**config.mk**
```make
export PLATFORM = sky130hd
export DESIGN_NAME = apf_video_rx
export DESIGN_NICKNAME = d
export VERILOG_FILES = /design/src/rtl/apf_video_rx.sv
export SDC_FILE = /design/constraint.sdc
export NUM_CORES = 1
export LEC_CHECK = 0
export ABC_AREA = 1
export BUFFER_PORTS_ARGS = -buffer_cell sky130_fd_sc_hd__buf_2
export CAP_MARGIN = 20
export CORE_MARGIN = 1.5
export CORE_UTILIZATION = 63
export DETAILED_ROUTE_END_ITERATION = 10
export PLACE_DENSITY = 0.85
export SYNTH_ARGS = -nofsm -noshare
export SYNTH_HDL_FRONTEND = slang
export SYNTH_SLANG_ARGS = --single-unit
export TNS_END_PERCENT = 100
```
**constraint.sdc**
```tcl
create_clock -name clk_vid -period 3.85 [get_ports clk_vid]
set_clock_uncertainty 0.15 [all_clocks]
set_input_delay 0.1925 -clock clk_vid [delete_from_list [all_inputs] [get_ports clk_vid]]
set_output_delay 0.1925 -clock clk_vid [all_outputs]
set_load 0.03 [all_outputs]
```
**src/rtl/apf_video_rx.sv**
```systemverilog
// apf_video_rx: receive-side monitor for the APF display video stream.
// Measures line/frame geometry from hs/vs/de, tracks geometry lock, decodes
// the in-band blanking metadata (preset, field, interlace) and keeps sticky
// protocol-error flags.
//
// Ports:
//   clk_vid        pixel clock, rising edge
//   reset_n        asynchronous active-low reset
//   video_rgb      pixel / metadata word {R,G,B}
//   video_hs/vs    single-cycle sync pulses
//   video_de       data enable
//   err_clear      clears the sticky error flags (a same-cycle set wins)
//   active_width, active_height, total_width, total_lines
//                  geometry of the last closed frame (CW-bit, saturating)
//   frame_done     one-cycle pulse when the geometry outputs update
//   locked         last two closed frames had identical geometry
//   preset, field, interlaced   decoded metadata
//   err_sync_width, err_blank_data, err_ragged   sticky error flags
module apf_video_rx #(
  parameter int CW = 12
) (
  input  logic          clk_vid,
  input  logic          reset_n,
  input  logic [23:0]   video_rgb,
  input  logic          video_hs,
  input  logic          video_vs,
  input  logic          video_de,
  input  logic          err_clear,
  output logic [CW-1:0] active_width,
  output logic [CW-1:0] active_height,
  output logic [CW-1:0] total_width,
  output logic [CW-1:0] total_lines,
  output logic          frame_done,
  output logic          locked,
  output logic [2:0]    preset,
  output logic          field,
  output logic          interlaced,
  output logic          err_sync_width,
  output logic          err_blank_data,
  output logic          err_ragged
);

  typedef enum logic [1:0] {
    SEARCH  = 2'd0,
    MEASURE = 2'd1,
    LOCKED  = 2'd2
  } state_t;

  localparam logic [CW-1:0] ZERO_C = {CW{1'b0}};
  localparam logic [CW-1:0] ONE_C  = {{(CW-1){1'b0}}, 1'b1};
  localparam logic [CW-1:0] MAX_C  = {CW{1'b1}};

  // Saturating increment: counters stick at all-ones instead of wrapping.
  function automatic logic [CW-1:0] sat_inc(input logic [CW-1:0] v);
    logic [CW-1:0] r;
    if (v == MAX_C) begin
      r = v;
    end else begin
      r = v + ONE_C;
    end
    return r;
  endfunction

  state_t        state_r, state_n_s;
  logic [CW-1:0] h_cnt_r, de_cnt_r;
  logic [CW-1:0] line_cnt_r, act_lines_r, fwidth_r, ltotal_r;
  logic          fwidth_vld_r;
  logic          hs_d_r, vs_d_r;

  logic [CW-1:0] line_cnt_s, act_lines_s, fwidth_s, ltotal_s;
  logic          fwidth_vld_s, ragged_s, geom_eq_s, latch_s;
  logic          ilace_word_s, preset_word_s;
  logic          sync_err_s, blank_err_s;

  // Frame accumulators including the line that an hs in this cycle closes;
  // on a vs cycle these are the values the frame is latched with.
  always_comb begin
    line_cnt_s   = line_cnt_r;
    act_lines_s  = act_lines_r;
    fwidth_s     = fwidth_r;
    fwidth_vld_s = fwidth_vld_r;
    ltotal_s     = ltotal_r;
    ragged_s     = 1'b0;
    if (video_hs) begin
      line_cnt_s = sat_inc(line_cnt_r);
      ltotal_s   = h_cnt_r;
      if (de_cnt_r != ZERO_C) begin
        act_lines_s = sat_inc(act_lines_r);
        if (fwidth_vld_r) begin
          ragged_s = (de_cnt_r != fwidth_r);
        end else begin
          fwidth_s     = de_cnt_r;
          fwidth_vld_s = 1'b1;
        end
      end else begin
        act_lines_s = act_lines_r;
      end
    end else begin
      line_cnt_s = line_cnt_r;
    end
  end

  assign geom_eq_s = (fwidth_s == active_width) && (act_lines_s == active_height) &&
                     (ltotal_s == total_width) && (line_cnt_s == total_lines);

  // Metadata words only count on blanking (de=0) cycles.
  assign ilace_word_s  = !video_de && video_vs && (video_rgb[23:4] == 20'h0_0000) &&
                         !video_rgb[0] && (video_rgb[3] != video_rgb[2]);
  assign preset_word_s = !video_de && video_hs && !video_vs &&
                         (video_rgb[23:16] == 8'h00) && (video_rgb[12:0] == 13'h0000);

  assign sync_err_s  = (video_hs && hs_d_r) || (video_vs && vs_d_r);
  assign blank_err_s = !video_de && (video_rgb[23:16] != 8'h00) && (state_r != SEARCH);

  // Next-state logic: SEARCH only waits for the first vs; later vs pulses latch.
  always_comb begin
    state_n_s = state_r;
    latch_s   = 1'b0;
    case (state_r)
      SEARCH: begin
        if (video_vs) begin
          state_n_s = MEASURE;
        end else begin
          state_n_s = SEARCH;
        end
      end
      MEASURE, LOCKED: begin
        if (video_vs) begin
          latch_s   = 1'b1;
          state_n_s = geom_eq_s ? LOCKED : MEASURE;
        end else begin
          state_n_s = state_r;
        end
      end
      default: begin
        state_n_s = SEARCH;
      end
    endcase
  end

  // State register.
  always_ff @(posedge clk_vid or negedge reset_n) begin
    if (!reset_n) begin
      state_r <= SEARCH;
    end else begin
      state_r <= state_n_s;
    end
  end

  // Line and frame counters; hs or vs starts a new line, vs also clears the frame.
  always_ff @(posedge clk_vid or negedge reset_n) begin
    if (!reset_n) begin
      h_cnt_r      <= ZERO_C;
      de_cnt_r     <= ZERO_C;
      line_cnt_r   <= ZERO_C;
      act_lines_r  <= ZERO_C;
      fwidth_r     <= ZERO_C;
      fwidth_vld_r <= 1'b0;
      ltotal_r     <= ZERO_C;
      hs_d_r       <= 1'b0;
      vs_d_r       <= 1'b0;
    end else begin
      hs_d_r <= video_hs;
      vs_d_r <= video_vs;
      if (video_hs || video_vs) begin
        h_cnt_r  <= ONE_C;
        de_cnt_r <= video_de ? ONE_C : ZERO_C;
      end else begin
        h_cnt_r  <= sat_inc(h_cnt_r);
        de_cnt_r <= video_de ? sat_inc(de_cnt_r) : de_cnt_r;
      end
      if (video_vs) begin
        line_cnt_r   <= ZERO_C;
        act_lines_r  <= ZERO_C;
        fwidth_r     <= ZERO_C;
        fwidth_vld_r <= 1'b0;
        ltotal_r     <= ZERO_C;
      end else begin
        line_cnt_r   <= line_cnt_s;
        act_lines_r  <= act_lines_s;
        fwidth_r     <= fwidth_s;
        fwidth_vld_r <= fwidth_vld_s;
        ltotal_r     <= ltotal_s;
      end
    end
  end

  // Geometry outputs, frame_done and locked.
  always_ff @(posedge clk_vid or negedge reset_n) begin
    if (!reset_n) begin
      active_width  <= ZERO_C;
      active_height <= ZERO_C;
      total_width   <= ZERO_C;
      total_lines   <= ZERO_C;
      frame_done    <= 1'b0;
      locked        <= 1'b0;
    end else begin
      frame_done <= latch_s;
      locked     <= (state_n_s == LOCKED);
      if (latch_s) begin
        active_width  <= fwidth_s;
        active_height <= act_lines_s;
        total_width   <= ltotal_s;
        total_lines   <= line_cnt_s;
      end else begin
        active_width  <= active_width;
        active_height <= active_height;
        total_width   <= total_width;
        total_lines   <= total_lines;
      end
    end
  end

  // Metadata registers.
  always_ff @(posedge clk_vid or negedge reset_n) begin
    if (!reset_n) begin
      preset     <= 3'd0;
      field      <= 1'b0;
      interlaced <= 1'b0;
    end else begin
      if (ilace_word_s) begin
        field      <= video_rgb[2];
        interlaced <= video_rgb[1];
      end else begin
        field      <= field;
        interlaced <= interlaced;
      end
      if (preset_word_s) begin
        preset <= video_rgb[15:13];
      end else begin
        preset <= preset;
      end
    end
  end

  // Sticky error flags; a set condition overrides err_clear.
  always_ff @(posedge clk_vid or negedge reset_n) begin
    if (!reset_n) begin
      err_sync_width <= 1'b0;
      err_blank_data <= 1'b0;
      err_ragged     <= 1'b0;
    end else begin
      err_sync_width <= sync_err_s  | (err_sync_width & ~err_clear);
      err_blank_data <= blank_err_s | (err_blank_data & ~err_clear);
      err_ragged     <= ragged_s    | (err_ragged & ~err_clear);
    end
  end

endmodule

```
==> results.sh <==
export IMPL_synth_common_cells="nand2_1 (317), dfrtp_1 (135), inv_1 (130)"
export IMPL_pre_cts_ws_ns=1.15
export IMPL_place_inst=1225
export IMPL_clock_path_buffers=2
export IMPL_reg2reg_from="de_cnt_r[0]$_DFFE_PN0P_"
export IMPL_finalCoreUtilization_pct=75.6
export IMPL_viasPerCell=5.54
export IMPL_drt_iter0_drc=566
export IMPL_drive_gt1_share_pct=12.8
export IMPL_drv_cap=0
export IMPL_yosys_warnings=0
export IMPL_post_cts_buffers=0
export IMPL_start_util_pct=65.1
export IMPL_drc=0
export IMPL_rsz0062_at_grt="no"
export IMPL_worstHoldEndpoint="field$_DFFE_PN0P_"
export IMPL_setup_ws_ns=1.04
export IMPL_dr_pass1_iters=7
export IMPL_cp_start_kind="flip-flop"
export IMPL_critPathMaxFanout=37
export IMPL_r2r_cells=19
export IMPL_htreeDepth=4
export IMPL_synth_edf_count=0
export IMPL_whs_path_depth=6
export IMPL_crit_path_start="de_cnt_r[0]$_DFFE_PN0P_"
export IMPL_cts_root_buf="clkbuf_16"
export IMPL_rows=39
export IMPL_slew_headroom_pct=44.6
export IMPL_antenna_found_initial=0
export IMPL_ys_seq_area_share_pct=45.2
export IMPL_cts_tree="yes"
export IMPL_holdWs_ns=0.100
export IMPL_seq_area_sq_um=3380
export IMPL_yosysTopAreaCell="dfrtp_1"
export IMPL_ioPinCount=88
export IMPL_tightest_slew_ns=0.831
export IMPL_max_vdd_ir_drop_uv=657
export IMPL_synth_area_leaders="dfrtp_1 (45%), nand2_1 (16%), inv_1 (6.5%), nand3_1 (6.4%), o21ai_0 (5.2%)"
export IMPL_async_reset_ff_share_pct=100
export IMPL_yosysUniqueCellTypes=42
export IMPL_syn2layout_area_growth_pct=16.1
export IMPL_path_class="reg -> reg"
export IMPL_hpwl_mm=12.2
export IMPL_grt_pass1_wl_mm=30.2
export IMPL_clock_latency_ns=0.43
export IMPL_die_w_um=112
export IMPL_hold_class="in -> reg"
export IMPL_instances_no_fill=1266
export IMPL_status="completed"
export IMPL_ant_nets=0
export IMPL_max_freq_mhz=356
export IMPL_wl_per_cell_um=14.4
export IMPL_dieHeight_um=112
export IMPL_netlist_instances=1019
export IMPL_slowest_stage="dfrtp_1"
export IMPL_rrSetupSlack_ns=1.04
export IMPL_ys_ff_latch=135
export IMPL_slowest_delay_ns=0.40
export IMPL_setup_tns_final_ns=0
export IMPL_core_region_area_sq_um=11500
export IMPL_grt_start_max_net_pins=93
export IMPL_power_density_nw_per_um2=524
export IMPL_fin_crit_ns=2.81
export IMPL_ys_flop_type="dfrtp_1"
export IMPL_p_leak_uw=0.00454
export IMPL_netlist_area_leader_share_pct=45.2
export IMPL_grt_pass1_vias=6366
export IMPL_syn_avg_cell_area_sq_um=7.33
export IMPL_setup_violations=0
export IMPL_hold_start="video_rgb[0]"
export IMPL_nets=1148
export IMPL_cts_hold_buf=9
export IMPL_dieArea_sq_um=12500
export IMPL_cp_end_kind="flip-flop"
export IMPL_diodes=0
export IMPL_fill_cells=842
export IMPL_crit_required_ns=4.02
export IMPL_cts_resized_gates=0
export IMPL_numCtsBuffers=17
export IMPL_r2r_end="state_r[0]$_DFF_PN0_"
export IMPL_postRouteWirelength_mm=18.2
export IMPL_final_max_slew_viol_count=0
export IMPL_grt_overflow=0
export IMPL_multiInputGateArea_sq_um=3410
export IMPL_cp_common_cell="nand2_1"
export IMPL_finalCritPeriodShare_pct=73.0
export IMPL_cts_clk_slew_worst_paths_ns=0.06
export IMPL_numPortBuffers=87
export IMPL_path_cells="inv_1 > ha_1 > nand2_1 > nor2_1 > nand3_2 > buf_4 > nand3_1 > nand2_1 > nand2_1 > nand2_1 > nand2_1 > nor2_1 > nand3_1 > nor2_1 > nand3_1 > nand2_1 > nand2_1 > nand3_1 > nand2_1"
export IMPL_syn_nets=1057
export IMPL_clock_sinks=135
export IMPL_arrival_ns=2.98
export IMPL_grt_use_total_pct=30.2
export IMPL_yosysMostFrequentCell="nand2_1"
export IMPL_syn_area_sq_um=7470
export IMPL_via_count=7019
export IMPL_gp_routability_congestion=0.968
export IMPL_hold_viol_final=0
[cells by family (layout without fill, tap and decap cells)]
kind of cell / count (synthesis) / in the layout / share of synthesized area (%)
XOR/XNOR: 18 / 18 / 2.30
flip-flops: 135 / 135 / 45.2
AND/OR/NAND/NOR: 575 / 575 / 33.6
adder cells (fa/ha/maj): 8 / 8 / 1.34
multiplexers: 2 / 2 / 0.302
AO/OA/AOI/OAI: 114 / 114 / 8.16
buffers and inverters: 167 / 271 / 9.08
[layer usage]
metal,track usage [%],vias to the layer above,part of all wire (%)
li1,-,3458,-
met1,42.2,3242,45
met2,47.9,296,46
met3,6.80,23,7.7
met4,8.44,0,1.4
met5,0,-,0
[critical path, delay by kind of cell, from the launching register on]
family | cells | cell delay, ns
buffers and inverters | 2 | 0.44
flip-flops | 1 | 0.40
adder cells (fa/ha/maj) | 1 | 0.22
AND/OR/NAND/NOR | 16 | 1.47
[worst max path at each step]
| stage | slack (ns) | to | depth (start not counted) |
|---|---|---|---|
| floorplan | 1.58 | state_r[0]$_DFF_PN0_ | 19 |
| global placement | 1.22 | state_r[0]$_DFF_PN0_ | 17 |
| detailed placement | 1.15 | state_r[0]$_DFF_PN0_ | 19 |
| CTS | 1.06 | state_r[0]$_DFF_PN0_ | 19 |
| global route | 0.83 | state_r[0]$_DFF_PN0_ | 19 |
| finish | 1.04 | state_r[0]$_DFF_PN0_ | 19 |
[sequential cells by signal, summed over array words and instances (netlist names)]
| register | flops |
|---|---|
| field | 1 |
| state_r | 2 |
| locked | 1 |
| preset | 3 |
| act_lines_r | 12 |
| total_lines | 12 |
| de_cnt_r | 12 |
| active_height | 12 |
| fwidth_vld_r | 1 |
| fwidth_r | 12 |
| frame_done | 1 |
| active_width | 12 |
| ltotal_r | 12 |
| err_ragged | 1 |
| interlaced | 1 |
| err_sync_width | 1 |
| err_blank_data | 1 |
| line_cnt_r | 12 |
| vs_d_r | 1 |
| h_cnt_r | 12 |
| total_width | 12 |
| hs_d_r | 1 |
[where the power goes]
part / switching [uW] / internal [uW] / total [uW]
Combinational: 816 / 342 / 1160
Clock: 643 / 1020 / 1660
Sequential: 148 / 1570 / 1720
Total: 1610 / 2930 / 4540
[stage by stage]
step,total power (uW),area [sq um]
after CTS,4540,8670
after floorplan,2520,7470
final,4540,8670
after detailed placement,2870,7970
after global routing,4770,8670
after global placement,2850,7970
[cell usage in the layout, fill, tap and decap left out, types with 2 or more instances in the layout]
cell and n:
o21ai_1 3, nand3_2 3, clkbuf_16 17, inv_1 130, a21oi_1 19, nand2_2 3
clkinv_4 4, dlygate4sd3_1 9, and2_1 2, nand3b_1 15, o21bai_1 2, nor3_2 2
dfrtp_1 135, xor2_1 12, nor2_1 91, clkinvlp_4 5, nand2_1 316, xnor2_1 5
nand3_1 95, o21ai_0 78, buf_2 86, o211a_1 2, bufinv_16 3, inv_2 5
nor4_1 10, buf_4 7, ha_1 8, nand4_1 25, nor3_1 7, mux2_2 2
o211ai_1 4, nor2_4 2
[area by class of cell]
type	count	area share (%)
Clock buffer	18	4.95
Multi-Input combinational cell	717	39.4
Sequential cell	135	39.0
Tap cell	143	2.06
Inverter	136	5.89
Timing Repair Buffer	103	6.74
Clock inverter	14	2.03
Note: power is estimated with default switching activity, not from simulation.
